[src/rtl/writeback_unit_pkg.sv]
// Shared types and constants for the register-bank writeback path:
// FSM encoding, RV32I load funct3 codes and the latched load request.
package writeback_unit_pkg;

  localparam int unsigned REG_INDEX_WIDTH = 5;
  localparam int unsigned XLEN            = 32;
  localparam int unsigned NUM_REGS        = 32'd1 << REG_INDEX_WIDTH;
  localparam int unsigned FUNCT3_WIDTH    = 3;
  localparam int unsigned OFFSET_WIDTH    = 2;

  typedef enum logic [1:0] {
    IDLE      = 2'd0,
    WAIT_LOAD = 2'd1,
    COMMIT    = 2'd2
  } wb_state_e;

  localparam logic [FUNCT3_WIDTH-1:0] LB  = 3'b000;
  localparam logic [FUNCT3_WIDTH-1:0] LH  = 3'b001;
  localparam logic [FUNCT3_WIDTH-1:0] LW  = 3'b010;
  localparam logic [FUNCT3_WIDTH-1:0] LBU = 3'b100;
  localparam logic [FUNCT3_WIDTH-1:0] LHU = 3'b101;

  typedef struct packed {
    logic [REG_INDEX_WIDTH-1:0] rd;
    logic [FUNCT3_WIDTH-1:0]    funct3;
    logic [OFFSET_WIDTH-1:0]    offset;
  } load_req_t;

  // One-hot register mask; x0 never appears since it is hardwired to zero.
  function automatic logic [NUM_REGS-1:0] rd_onehot(input logic [REG_INDEX_WIDTH-1:0] rd);
    logic [NUM_REGS-1:0] mask;
    mask = '0;
    if (rd != '0) mask[rd] = 1'b1;
    return mask;
  endfunction

endpackage

[src/rtl/writeback_unit_load_extract.sv]
// RV32I load lane selection and sign/zero extension, with a fault flag for
// misaligned or unsupported funct3 encodings. Purely combinational.
module load_extract
  import writeback_unit_pkg::*;
(
  input  logic [FUNCT3_WIDTH-1:0] funct3,
  input  logic [OFFSET_WIDTH-1:0] offset,
  input  logic [XLEN-1:0]         word,
  output logic [XLEN-1:0]         value,
  output logic                    fault
);

  logic [7:0]  byte_lane;
  logic [15:0] half_lane;

  always_comb begin
    byte_lane = 8'(word >> {offset, 3'b000});
    half_lane = 16'(word >> {offset[1], 4'b0000});
    value     = '0;
    fault     = 1'b0;
    case (funct3)
      LB:  value = {{(XLEN-8){byte_lane[7]}}, byte_lane};
      LBU: value = {{(XLEN-8){1'b0}}, byte_lane};
      LH: begin
        value = {{(XLEN-16){half_lane[15]}}, half_lane};
        fault = offset[0];
      end
      LHU: begin
        value = {{(XLEN-16){1'b0}}, half_lane};
        fault = offset[0];
      end
      LW: begin
        value = word;
        fault = (offset != 2'b00);
      end
      default: fault = 1'b1;
    endcase
  end

endmodule

[src/rtl/writeback_unit.sv]
// Single write port driver for the register bank: merges ALU results with
// one outstanding variable-latency load and exports its pending destination.
module writeback_unit
  import writeback_unit_pkg::*;
#(
  parameter int unsigned TIMEOUT_CYCLES = 255,
  parameter int unsigned TIMEOUT_WIDTH  = 16
) (
  input  logic                       clk,
  input  logic                       rst,
  input  logic                       alu_valid,
  output logic                       alu_ready,
  input  logic [REG_INDEX_WIDTH-1:0] alu_rd,
  input  logic [XLEN-1:0]            alu_value,
  input  logic                       load_issue,
  input  logic [REG_INDEX_WIDTH-1:0] load_rd,
  input  logic [FUNCT3_WIDTH-1:0]    load_funct3,
  input  logic [OFFSET_WIDTH-1:0]    load_offset,
  input  logic                       mem_rvalid,
  input  logic [XLEN-1:0]            mem_rdata,
  output logic                       write_enabled,
  output logic [REG_INDEX_WIDTH-1:0] write_index,
  output logic [XLEN-1:0]            write_value,
  output logic [NUM_REGS-1:0]        pending_mask,
  output logic                       load_busy,
  output logic                       load_error
);

  wb_state_e                  state;
  wb_state_e                  state_next;
  load_req_t                  req;
  logic [XLEN-1:0]            load_word;
  logic [TIMEOUT_WIDTH-1:0]   count;
  logic                       timeout_hit;

  logic [XLEN-1:0]            ext_value;
  logic                       ext_fault;

  logic                       write_enabled_next;
  logic [REG_INDEX_WIDTH-1:0] write_index_next;
  logic [XLEN-1:0]            write_value_next;
  logic                       load_error_next;

  load_extract u_extract (
    .funct3 (req.funct3),
    .offset (req.offset),
    .word   (load_word),
    .value  (ext_value),
    .fault  (ext_fault)
  );

  // Last wait cycle before the load is abandoned.
  assign timeout_hit = (count == TIMEOUT_WIDTH'(TIMEOUT_CYCLES - 32'd1));

  always_ff @(posedge clk or posedge rst) begin
    if (rst) state <= IDLE;
    else     state <= state_next;
  end

  always_comb begin
    state_next = state;
    case (state)
      IDLE:      if (load_issue) state_next = WAIT_LOAD;
      WAIT_LOAD: begin
        if (mem_rvalid)       state_next = COMMIT;
        else if (timeout_hit) state_next = IDLE;
      end
      COMMIT:    state_next = IDLE;
      default:   state_next = IDLE;
    endcase
  end

  // Port arbitration and next values for the registered write port.
  always_comb begin
    alu_ready          = 1'b1;
    write_enabled_next = 1'b0;
    write_index_next   = write_index;
    write_value_next   = write_value;
    load_error_next    = 1'b0;
    case (state)
      IDLE: alu_ready = 1'b1;
      WAIT_LOAD: begin
        alu_ready = (alu_rd != req.rd);
        if (mem_rvalid)       load_error_next = ext_fault;
        else if (timeout_hit) load_error_next = 1'b1;
      end
      COMMIT: begin
        alu_ready = 1'b0;
        if (!ext_fault && (req.rd != '0)) begin
          write_enabled_next = 1'b1;
          write_index_next   = req.rd;
          write_value_next   = ext_value;
        end
      end
      default: alu_ready = 1'b0;
    endcase
    if (alu_valid && alu_ready && (alu_rd != '0)) begin
      write_enabled_next = 1'b1;
      write_index_next   = alu_rd;
      write_value_next   = alu_value;
    end
  end

  assign load_busy    = (state != IDLE);
  assign pending_mask = load_busy ? rd_onehot(req.rd) : '0;

  always_ff @(posedge clk or posedge rst) begin
    if (rst) begin
      write_enabled <= 1'b0;
      write_index   <= '0;
      write_value   <= '0;
      load_error    <= 1'b0;
      count         <= '0;
      req           <= '0;
      load_word     <= '0;
    end else begin
      write_enabled <= write_enabled_next;
      write_index   <= write_index_next;
      write_value   <= write_value_next;
      load_error    <= load_error_next;
      if (state == IDLE && load_issue) begin
        req   <= '{rd: load_rd, funct3: load_funct3, offset: load_offset};
        count <= '0;
      end else if (state == WAIT_LOAD) begin
        count <= count + TIMEOUT_WIDTH'(1);
        if (mem_rvalid) load_word <= mem_rdata;
      end
    end
  end

endmodule

[config.mk]
export PLATFORM = sky130hd
export DESIGN_NAME = writeback_unit
export DESIGN_NICKNAME = d
export VERILOG_FILES = /design/src/rtl/writeback_unit_pkg.sv /design/src/rtl/writeback_unit_load_extract.sv /design/src/rtl/writeback_unit.sv
export SDC_FILE = /design/constraint.sdc
export NUM_CORES = 1
export LEC_CHECK = 0
export CORE_MARGIN = 2
export CORE_UTILIZATION = 45
export DETAILED_ROUTE_END_ITERATION = 6
export GPL_TIMING_DRIVEN = 0
export HOLD_SLACK_MARGIN = 0.15
export PLACE_DENSITY = 0.78
export SLEW_MARGIN = 10
export SYNTH_ARGS = -nofsm -noshare
export SYNTH_HDL_FRONTEND = slang
export SYNTH_HIERARCHICAL = 1
export SYNTH_SLANG_ARGS = --single-unit
[constraint.sdc]
create_clock -name clk -period 3.2 [get_ports clk]
set_input_delay 0.64 -clock clk [delete_from_list [all_inputs] [get_ports clk]]
set_output_delay 0.64 -clock clk [all_outputs]
set_load 0.01 [all_outputs]
# Word level (Yosys, flattened, before mapping)
# Index checks and enable logic that the tools add are counted.
# word_totals
memories,0
ramBits,0
register_bits,99
latchBits,0
wordCells,71
mem_bits_ro,0
# classes
muxes,25
reduce_logical,20
n_bitwise,1
n_shift,2
div,0
n_eq_ne,10
add_sub_neg,1
n_mul,0
order_cmp,2
# ops
operator,count
32-bit 2-to-1 mux,5
32-bit case mux with 5 select lines,1
16-bit 2-to-1 mux,2
32-bit by 5-bit right shift with 16-bit output,1
32-bit by 5-bit right shift with 8-bit output,1
16-bit by 1-bit adder with 16-bit output (second input constant),1
16-bit by 8-bit equality test with 1-bit output (second input constant),1
5-bit 2-to-1 mux,3
2-bit nonzero test,5
5-bit nonzero test,2
1-bit 2-to-1 mux,7
3-bit equality test (second input constant),2
5-bit by 6-bit less-than comparator with 1-bit output (second input constant),1
2-bit 2-to-1 mux,3
1-bit demux with 5-bit select,1
5-bit by 1-bit greater-or-equal comparator with 1-bit output (second input constant),1
1-bit logical AND,5
5-bit inequality test,1
2-bit case mux with 2 select lines,1
2-bit AND reduction,2
2-bit OR reduction,2
3-bit by 1-bit equality test with 1-bit output (second input constant),1
3-bit by 2-bit equality test with 1-bit output (second input constant),1
3-bit zero test,1
10 further kinds,10

# Longest topological paths before layout
# logic_depth
ltp_word,8
mapped_depth,10
ltp_nobuf,7

# By module
# The synthesis kept the hierarchy.
# modules_own_cells
module,n_inst,cells_per_inst,seq_area_each_um2,area_each_um2
writeback_unit,1,500,2477.4,5132.4
load_extract,1,108,0.0,898.4

# Least setup slack after synthesis
# OpenSTA, ideal clock, no wires.
# synth_timing
path_kind,reg2reg
from,register req[4] (netlist bit)
to,register write_value[26]
required_ns,3.075
stages_incl_launch_ff,10
arrival_time_ns,2.489
path_buffers,2
slack_ns,0.586
setup_ns,0.125
period_less_slack_ns,2.614
path_cell_list,dfrtp_1 -> buf_2 -> or2_2 -> o21a_1 -> o22a_1 -> nor3b_2 -> o31a_1 -> buf_6 -> mux2_4 -> mux2_2
# synth_between
elab_chain_cells,7
word_cells_on_any_way,16
# synth_rtl
item,line,rtl
start: declaration,writeback_unit.sv:31,load_req_t req;
start signal: assignment,writeback_unit.sv:122,"req <= '{rd: load_rd, funct3: load_funct3, offset: load_offset};"
"3-bit by 1-bit equality test with 1-bit output, or another cell as far along",writeback_unit_load_extract.sv:21,case (funct3)
2-bit OR reduction (no line),-,
1-bit case mux with 3 select lines (*),writeback_unit_load_extract.sv:21,
via ext_fault,writeback_unit.sv:37,logic ext_fault;
1-bit zero test (*),writeback_unit.sv:89,if (!ext_fault && (req.rd != '0)) begin
1-bit logical AND (*),writeback_unit.sv:89,
2-bit nonzero test (no line) (*),-,
2-bit AND reduction (no line) (*),-,
end signal: assignment,writeback_unit.sv:119,write_value <= write_value_next;
end: declaration,writeback_unit.sv:23,"output logic [XLEN-1:0] write_value,"
# Mark *: on every way through the listed nets, which the timed path passes. The rest lies on a longest branch. The select of a mux whose other input is x is not followed.
# A chain may end at the register's enable or synchronous reset.

# Worst setup path after layout
# layout_timing
from,input alu_rd[1]
to,output alu_ready
# layout_between
elab_chain_cells,2
# layout_rtl
item,line,rtl
start: declaration,writeback_unit.sv:13,"input logic [REG_INDEX_WIDTH-1:0] alu_rd,"
5-bit inequality test,writeback_unit.sv:83,alu_ready = (alu_rd != req.rd);
1-bit case mux with 2 select lines,writeback_unit.sv:80,case (state)
end: declaration,writeback_unit.sv:12,"output logic alu_ready,"
# Every way passes these cells.

==> metrics.md <==
| Metric | Value |
|---|---|
| Outcome | finished, final reports clean |
| Critical Path Sink Type | primary output |
| Distinct cells, synth | 69 |
| Class of the most critical setup path | in -> out |
| Overall routed net length | 17000 um |
| Placed wire-length estimate | 13100 um |
| Biggest area contributors in the synthesized netlist | sky130_fd_sc_hd__dfrtp_1 41%, sky130_fd_sc_hd__mux2_2 8.4%, sky130_fd_sc_hd__nand2_1 6.5%, sky130_fd_sc_hd__o2111a_1 4.9%, sky130_fd_sc_hd__o211ai_2 4.4% |
| Family of cells with the greatest summed delay on the critical path | buffers and inverters |
| Total of max-cap violations | 0 |
| Die area | 0.0143 mm^2 |
| FF-to-FF End | write_value[26]$_DFFE_PP0P_ |
| DRT Pass-1 Iters | 7 |
| Inserted Clock Buffers | 9 |
| Net switching component of the power | 2.56 mW |
| Final clock period utilization by the worst path | 96.3% |
| Total of flip-flops plus latches after synthesis | 99 |
| Startpoint types | input pin |
| Placer Congestion | 0.878 |
| Clock H-tree levels | 3 |
| Gate power share | 50.1% |
| Setup repair bufs after CTS | 0 |
| Post-Place Cells | 940 |
| Worst slew margin | 46.6% |
| FF-to-FF setup slack | 0.24 ns |
| List of cells traversed by the critical path | clkdlybuf4s50_1 > xnor2_1 > nand4_1 > buf_4 > nor2_1 > nor2_1 > clkdlybuf4s50_1 |
| Root Buffer Master | sky130_fd_sc_hd__clkbuf_16 |
| Post-DRT Antenna Nets | 0 |
| RSZ-0062 raised after global routing | false |
| Total global routing overflow | 0 |
| Levels on crit path | 7 |
| Leakage Power | 3.25 nW |
| Internal portion of total power | 3.98 mW |
| Vias post-DR | 5464 |
| Reg2reg path depth | 9 |
| Layout cell share with drive strength beyond 1 | 17.7% |
| DRC | 0 |
| Global-route wire length before repair | 27000 um |
| Measured slew at the worst slew-check pin | 0.799 ns |
| Number of placement rows | 42 |
| Vias per cell | 5.73 |
| Sequential share of power | 32.6% |
| Layout overhead on the synthesized area | 35.0% |
| Avg Inst Size Synth | 9.92 um^2 |
| Clock transition time at the flip-flop clock pins of the worst setup and hold paths | 0.07 ns |
| Cell count after synthesis | 608 |
| Number of top-level pins | 157 |
| Instance area after placement | 0.00784 mm^2 |
| Power per Cell Area | 802 mW/mm^2 |
| Non-filler instance count after layout | 954 |
| Net count of the finished layout | 859 |
| Share of the synthesized area in the top cell type | 41.1% |
| Number of enable flip-flop cells after synthesis | 0 |
| Syn Std Cell Area | 0.00603 mm^2 |
| Final Critical Period | 3.08 ns |
| Worst setup timing slack at the placement stage | -0.223 ns |
| Worst IR drop on VDD | 0.571 mV |
| Maximum fanout along the worst path | 19 |
| First DRT Iteration DRCs | 590 |
| Source of the critical timing path | alu_rd[1] |
| Least setup slack across all paths after layout | 0.118 ns |
| Effective utilization at floorplan | 45.7% |
| Buffers added on ports | 154 |
| Largest buffer count on any clock path | 2 |
| Final-report hold violation count | 0 |
| Biggest area consumer among synthesized cells | sky130_fd_sc_hd__dfrtp_1 |
| Detailed-route wire length per cell | 17.9 um |
| Number of antenna diodes | 0 |
| Post-synthesis net count | 694 |
| Final hold slack | 0.480 ns |
| Switching share of power | 39.1% |
| Worst hold path type | reg -> reg |
| Required time reported for the critical path endpoint | 2.56 ns |
| Hold buffer count at cts | 0 |
| Pin count of the biggest net entering global routing | 39 |
| Max Clock Skew | 0.00942 ns |
| Height of the die | 120 um |
| Overall routing resource usage | 23.7% |
| YS warnings | 6 |
| Data arrival at the endpoint of the critical path | 2.44 ns |
| Clock network fraction of design power | 17.2% |
| Delay of the slowest critical-path stage | 0.56 ns |
| Top flip-flop cell by instance count after synthesis | sky130_fd_sc_hd__dfrtp_1 |
| Initial antenna violation count | 0 |
| Fraction of synthesis flops using an asynchronous set or reset pin | 100% |
| Clk sinks | 99 |
| Share of synthesized area occupied by flip-flops and latches | 41.1% |
| TritonCTS clock tree | done |
| Final max-slew violation count | 0 |
| Count of buffer and inverter cells on the critical path | 3 |
| Die outline width | 120 um |
| Fill cell count | 1094 |
| Number of global-route vias before repair | 5230 |
| Worst R2R Start | req[4]$_DFFE_PP0P_ |
| Endpoints failing setup | 0 |
| Storage cell area | 0.00248 mm^2 |
| CP endpoint | alu_ready |
| Cell at the slowest stage of the critical path | sky130_fd_sc_hd__clkdlybuf4s50_1 |
| Final std cell area, no fill | 0.00814 mm^2 |
| Total core area | 0.0132 mm^2 |
| Max Freq | 0.324 GHz |
| Overall power | 6.53 mW |
| Source-to-sink clock delay at the later pin of the worst-skew pair | 0.34 ns |
| Area of the multi-input gates | 0.00321 mm^2 |
==> kinds of logic (layout without fill, tap and decap cells) <==
| logic type | after synthesis | count (layout) | share of synthesized area (%) |
|---|---|---|---|
| muxes | 58 | 58 | 11.1 |
| and+or+nand+nor | 206 | 206 | 15.6 |
| DFF | 99 | 99 | 41.1 |
| adders and majority gates | 2 | 2 | 0.415 |
| buffers and inverters | 66 | 236 | 5.75 |
| xor gates and xnor gates | 10 | 10 | 1.45 |
| other | 1 | 1 | 0.0622 |
| AOI/OAI and AO/OA | 166 | 166 | 24.6 |
==> synth_stat cells (4+ instances only) <==
| cell | n |
|---|---|
| sky130_fd_sc_hd__buf_2 | 12 |
| sky130_fd_sc_hd__nand2_1 | 105 |
| sky130_fd_sc_hd__o211ai_1 | 9 |
| sky130_fd_sc_hd__o21ai_1 | 6 |
| sky130_fd_sc_hd__clkbuf_1 | 26 |
| sky130_fd_sc_hd__a211oi_1 | 6 |
| sky130_fd_sc_hd__and3_1 | 4 |
| sky130_fd_sc_hd__o211ai_2 | 21 |
| sky130_fd_sc_hd__o21ai_0 | 31 |
| sky130_fd_sc_hd__nor2_1 | 46 |
| sky130_fd_sc_hd__buf_1 | 5 |
| sky130_fd_sc_hd__mux2i_1 | 6 |
| sky130_fd_sc_hd__nand4_1 | 6 |
| sky130_fd_sc_hd__inv_1 | 8 |
| sky130_fd_sc_hd__a221o_1 | 7 |
| sky130_fd_sc_hd__nand3_1 | 9 |
| sky130_fd_sc_hd__dfrtp_1 | 99 |
| sky130_fd_sc_hd__nor2b_1 | 6 |
| sky130_fd_sc_hd__mux2_2 | 45 |
| sky130_fd_sc_hd__nand3b_1 | 4 |
| sky130_fd_sc_hd__a22o_1 | 5 |
| sky130_fd_sc_hd__a22oi_1 | 18 |
| sky130_fd_sc_hd__buf_6 | 8 |
| sky130_fd_sc_hd__xnor2_1 | 6 |
| sky130_fd_sc_hd__o2111a_1 | 26 |
| sky130_fd_sc_hd__o221ai_1 | 5 |
| sky130_fd_sc_hd__xor2_1 | 4 |
| sky130_fd_sc_hd__buf_4 | 6 |
| sky130_fd_sc_hd__a211oi_2 | 10 |
==> power groups by stage <==
stage / clock (mW) / combinational [mW] / sequential [mW]
floorplan: 0 / 2.15 / 2.07
global placement: 0 / 3.15 / 2.12
detailed placement: 0 / 3.24 / 2.14
CTS: 1.14 / 3.25 / 2.12
global route: 1.19 / 3.55 / 2.18
finish: 1.13 / 3.28 / 2.13
==> tightest hold or removal path: stages, from the launching register on <==
cell                      delay, ns
sky130_fd_sc_hd__dfrtp_1       0.34
sky130_fd_sc_hd__nand2_1       0.05
sky130_fd_sc_hd__nand2_1       0.06
==> cells in the final DEF (no fill, tap or decap), types with 4 or more instances in the layout <==
| cell | synthesis | routed |
|---|---|---|
| sky130_fd_sc_hd__buf_6 | 8 | 8 |
| sky130_fd_sc_hd__o2111a_1 | 26 | 26 |
| sky130_fd_sc_hd__o221ai_1 | 5 | 5 |
| sky130_fd_sc_hd__o21ai_0 | 31 | 31 |
| sky130_fd_sc_hd__clkdlybuf4s50_1 | 0 | 154 |
| sky130_fd_sc_hd__o211ai_1 | 9 | 9 |
| sky130_fd_sc_hd__mux2i_1 | 6 | 6 |
| sky130_fd_sc_hd__dfrtp_1 | 99 | 99 |
| sky130_fd_sc_hd__nor2_1 | 46 | 46 |
| sky130_fd_sc_hd__xor2_1 | 4 | 4 |
| sky130_fd_sc_hd__mux2_2 | 45 | 45 |
| sky130_fd_sc_hd__inv_1 | 8 | 7 |
| sky130_fd_sc_hd__buf_4 | 6 | 7 |
| sky130_fd_sc_hd__nand3_1 | 9 | 9 |
| sky130_fd_sc_hd__clkbuf_16 | 0 | 9 |
| sky130_fd_sc_hd__nand4_1 | 6 | 6 |
| sky130_fd_sc_hd__xnor2_1 | 6 | 6 |
| sky130_fd_sc_hd__a211oi_2 | 10 | 10 |
| sky130_fd_sc_hd__a211oi_1 | 6 | 6 |
| sky130_fd_sc_hd__nand3b_1 | 4 | 4 |
| sky130_fd_sc_hd__clkbuf_1 | 26 | 24 |
| sky130_fd_sc_hd__and3_1 | 4 | 4 |
| sky130_fd_sc_hd__nor2b_1 | 6 | 6 |
| sky130_fd_sc_hd__a22oi_1 | 18 | 18 |
| sky130_fd_sc_hd__a221o_1 | 7 | 7 |
| sky130_fd_sc_hd__buf_1 | 5 | 5 |
| sky130_fd_sc_hd__o211ai_2 | 21 | 21 |
| sky130_fd_sc_hd__o21ai_1 | 6 | 6 |
| sky130_fd_sc_hd__a22o_1 | 5 | 5 |
| sky130_fd_sc_hd__nand2_1 | 105 | 105 |
| sky130_fd_sc_hd__buf_2 | 12 | 10 |
==> state kept, by name (all words and copies together), names as in the netlist <==
signal,count
req,10
write_value,32
load_word,32
load_error,1
write_index,5
state,2
write_enabled,1
count,16
==> worst min path at each step <==
| stage | startpoint | cells after the start | to |
|---|---|---|---|
| 2_1_floorplan | req[4]$_DFFE_PP0P_ | 2 | req[4]$_DFFE_PP0P_ |
| 3_3_place_gp | req[4]$_DFFE_PP0P_ | 2 | req[4]$_DFFE_PP0P_ |
| 3_5_place_dp | req[4]$_DFFE_PP0P_ | 2 | req[4]$_DFFE_PP0P_ |
| 4_1_cts | req[4]$_DFFE_PP0P_ | 2 | req[4]$_DFFE_PP0P_ |
| 5_1_grt | req[4]$_DFFE_PP0P_ | 2 | req[4]$_DFFE_PP0P_ |
| 6_report | req[4]$_DFFE_PP0P_ | 2 | req[4]$_DFFE_PP0P_ |
==> cell type report <==
| class | instances | share of cell area, % |
|---|---|---|
| flip-flops and latches | 99 | 30.4 |
| multi-input cells | 443 | 39.4 |
| plain buffers | 56 | 3.86 |
| clock inverters | 6 | 0.876 |
| clock buffers | 10 | 2.93 |
| repair buffers | 156 | 19.4 |
| well taps | 176 | 2.70 |
| inverters | 8 | 0.415 |
==> repair_timing <==
| item | 4_1_cts | 5_1_grt |
|---|---|---|
| endpoints found under the setup margin | 1 | 1 |
| endpoints found under the hold margin | 0 | 0 |
| gates resized for setup | 0 | 3 |
| pin swaps | 0 | 0 |
==> layer usage <==
metal,wire (um),up-vias,track usage [%]
li1,-,2552,-
met1,7600,2677,32.7
met2,8310,213,39.1
met3,913,22,3.75
met4,226,0,6.03
met5,0,-,0
==> stage by stage <==
step | utilization [%] | setup TNS (ns)
finish | 61.7 | 0
detailed placement | 59.4 | -0.223
CTS | 61.7 | 0
global route | 61.7 | 0
global placement | 59.1 | -0.206
floorplan | - | 0
No activity file was read; power rests on OpenSTA's default activity.
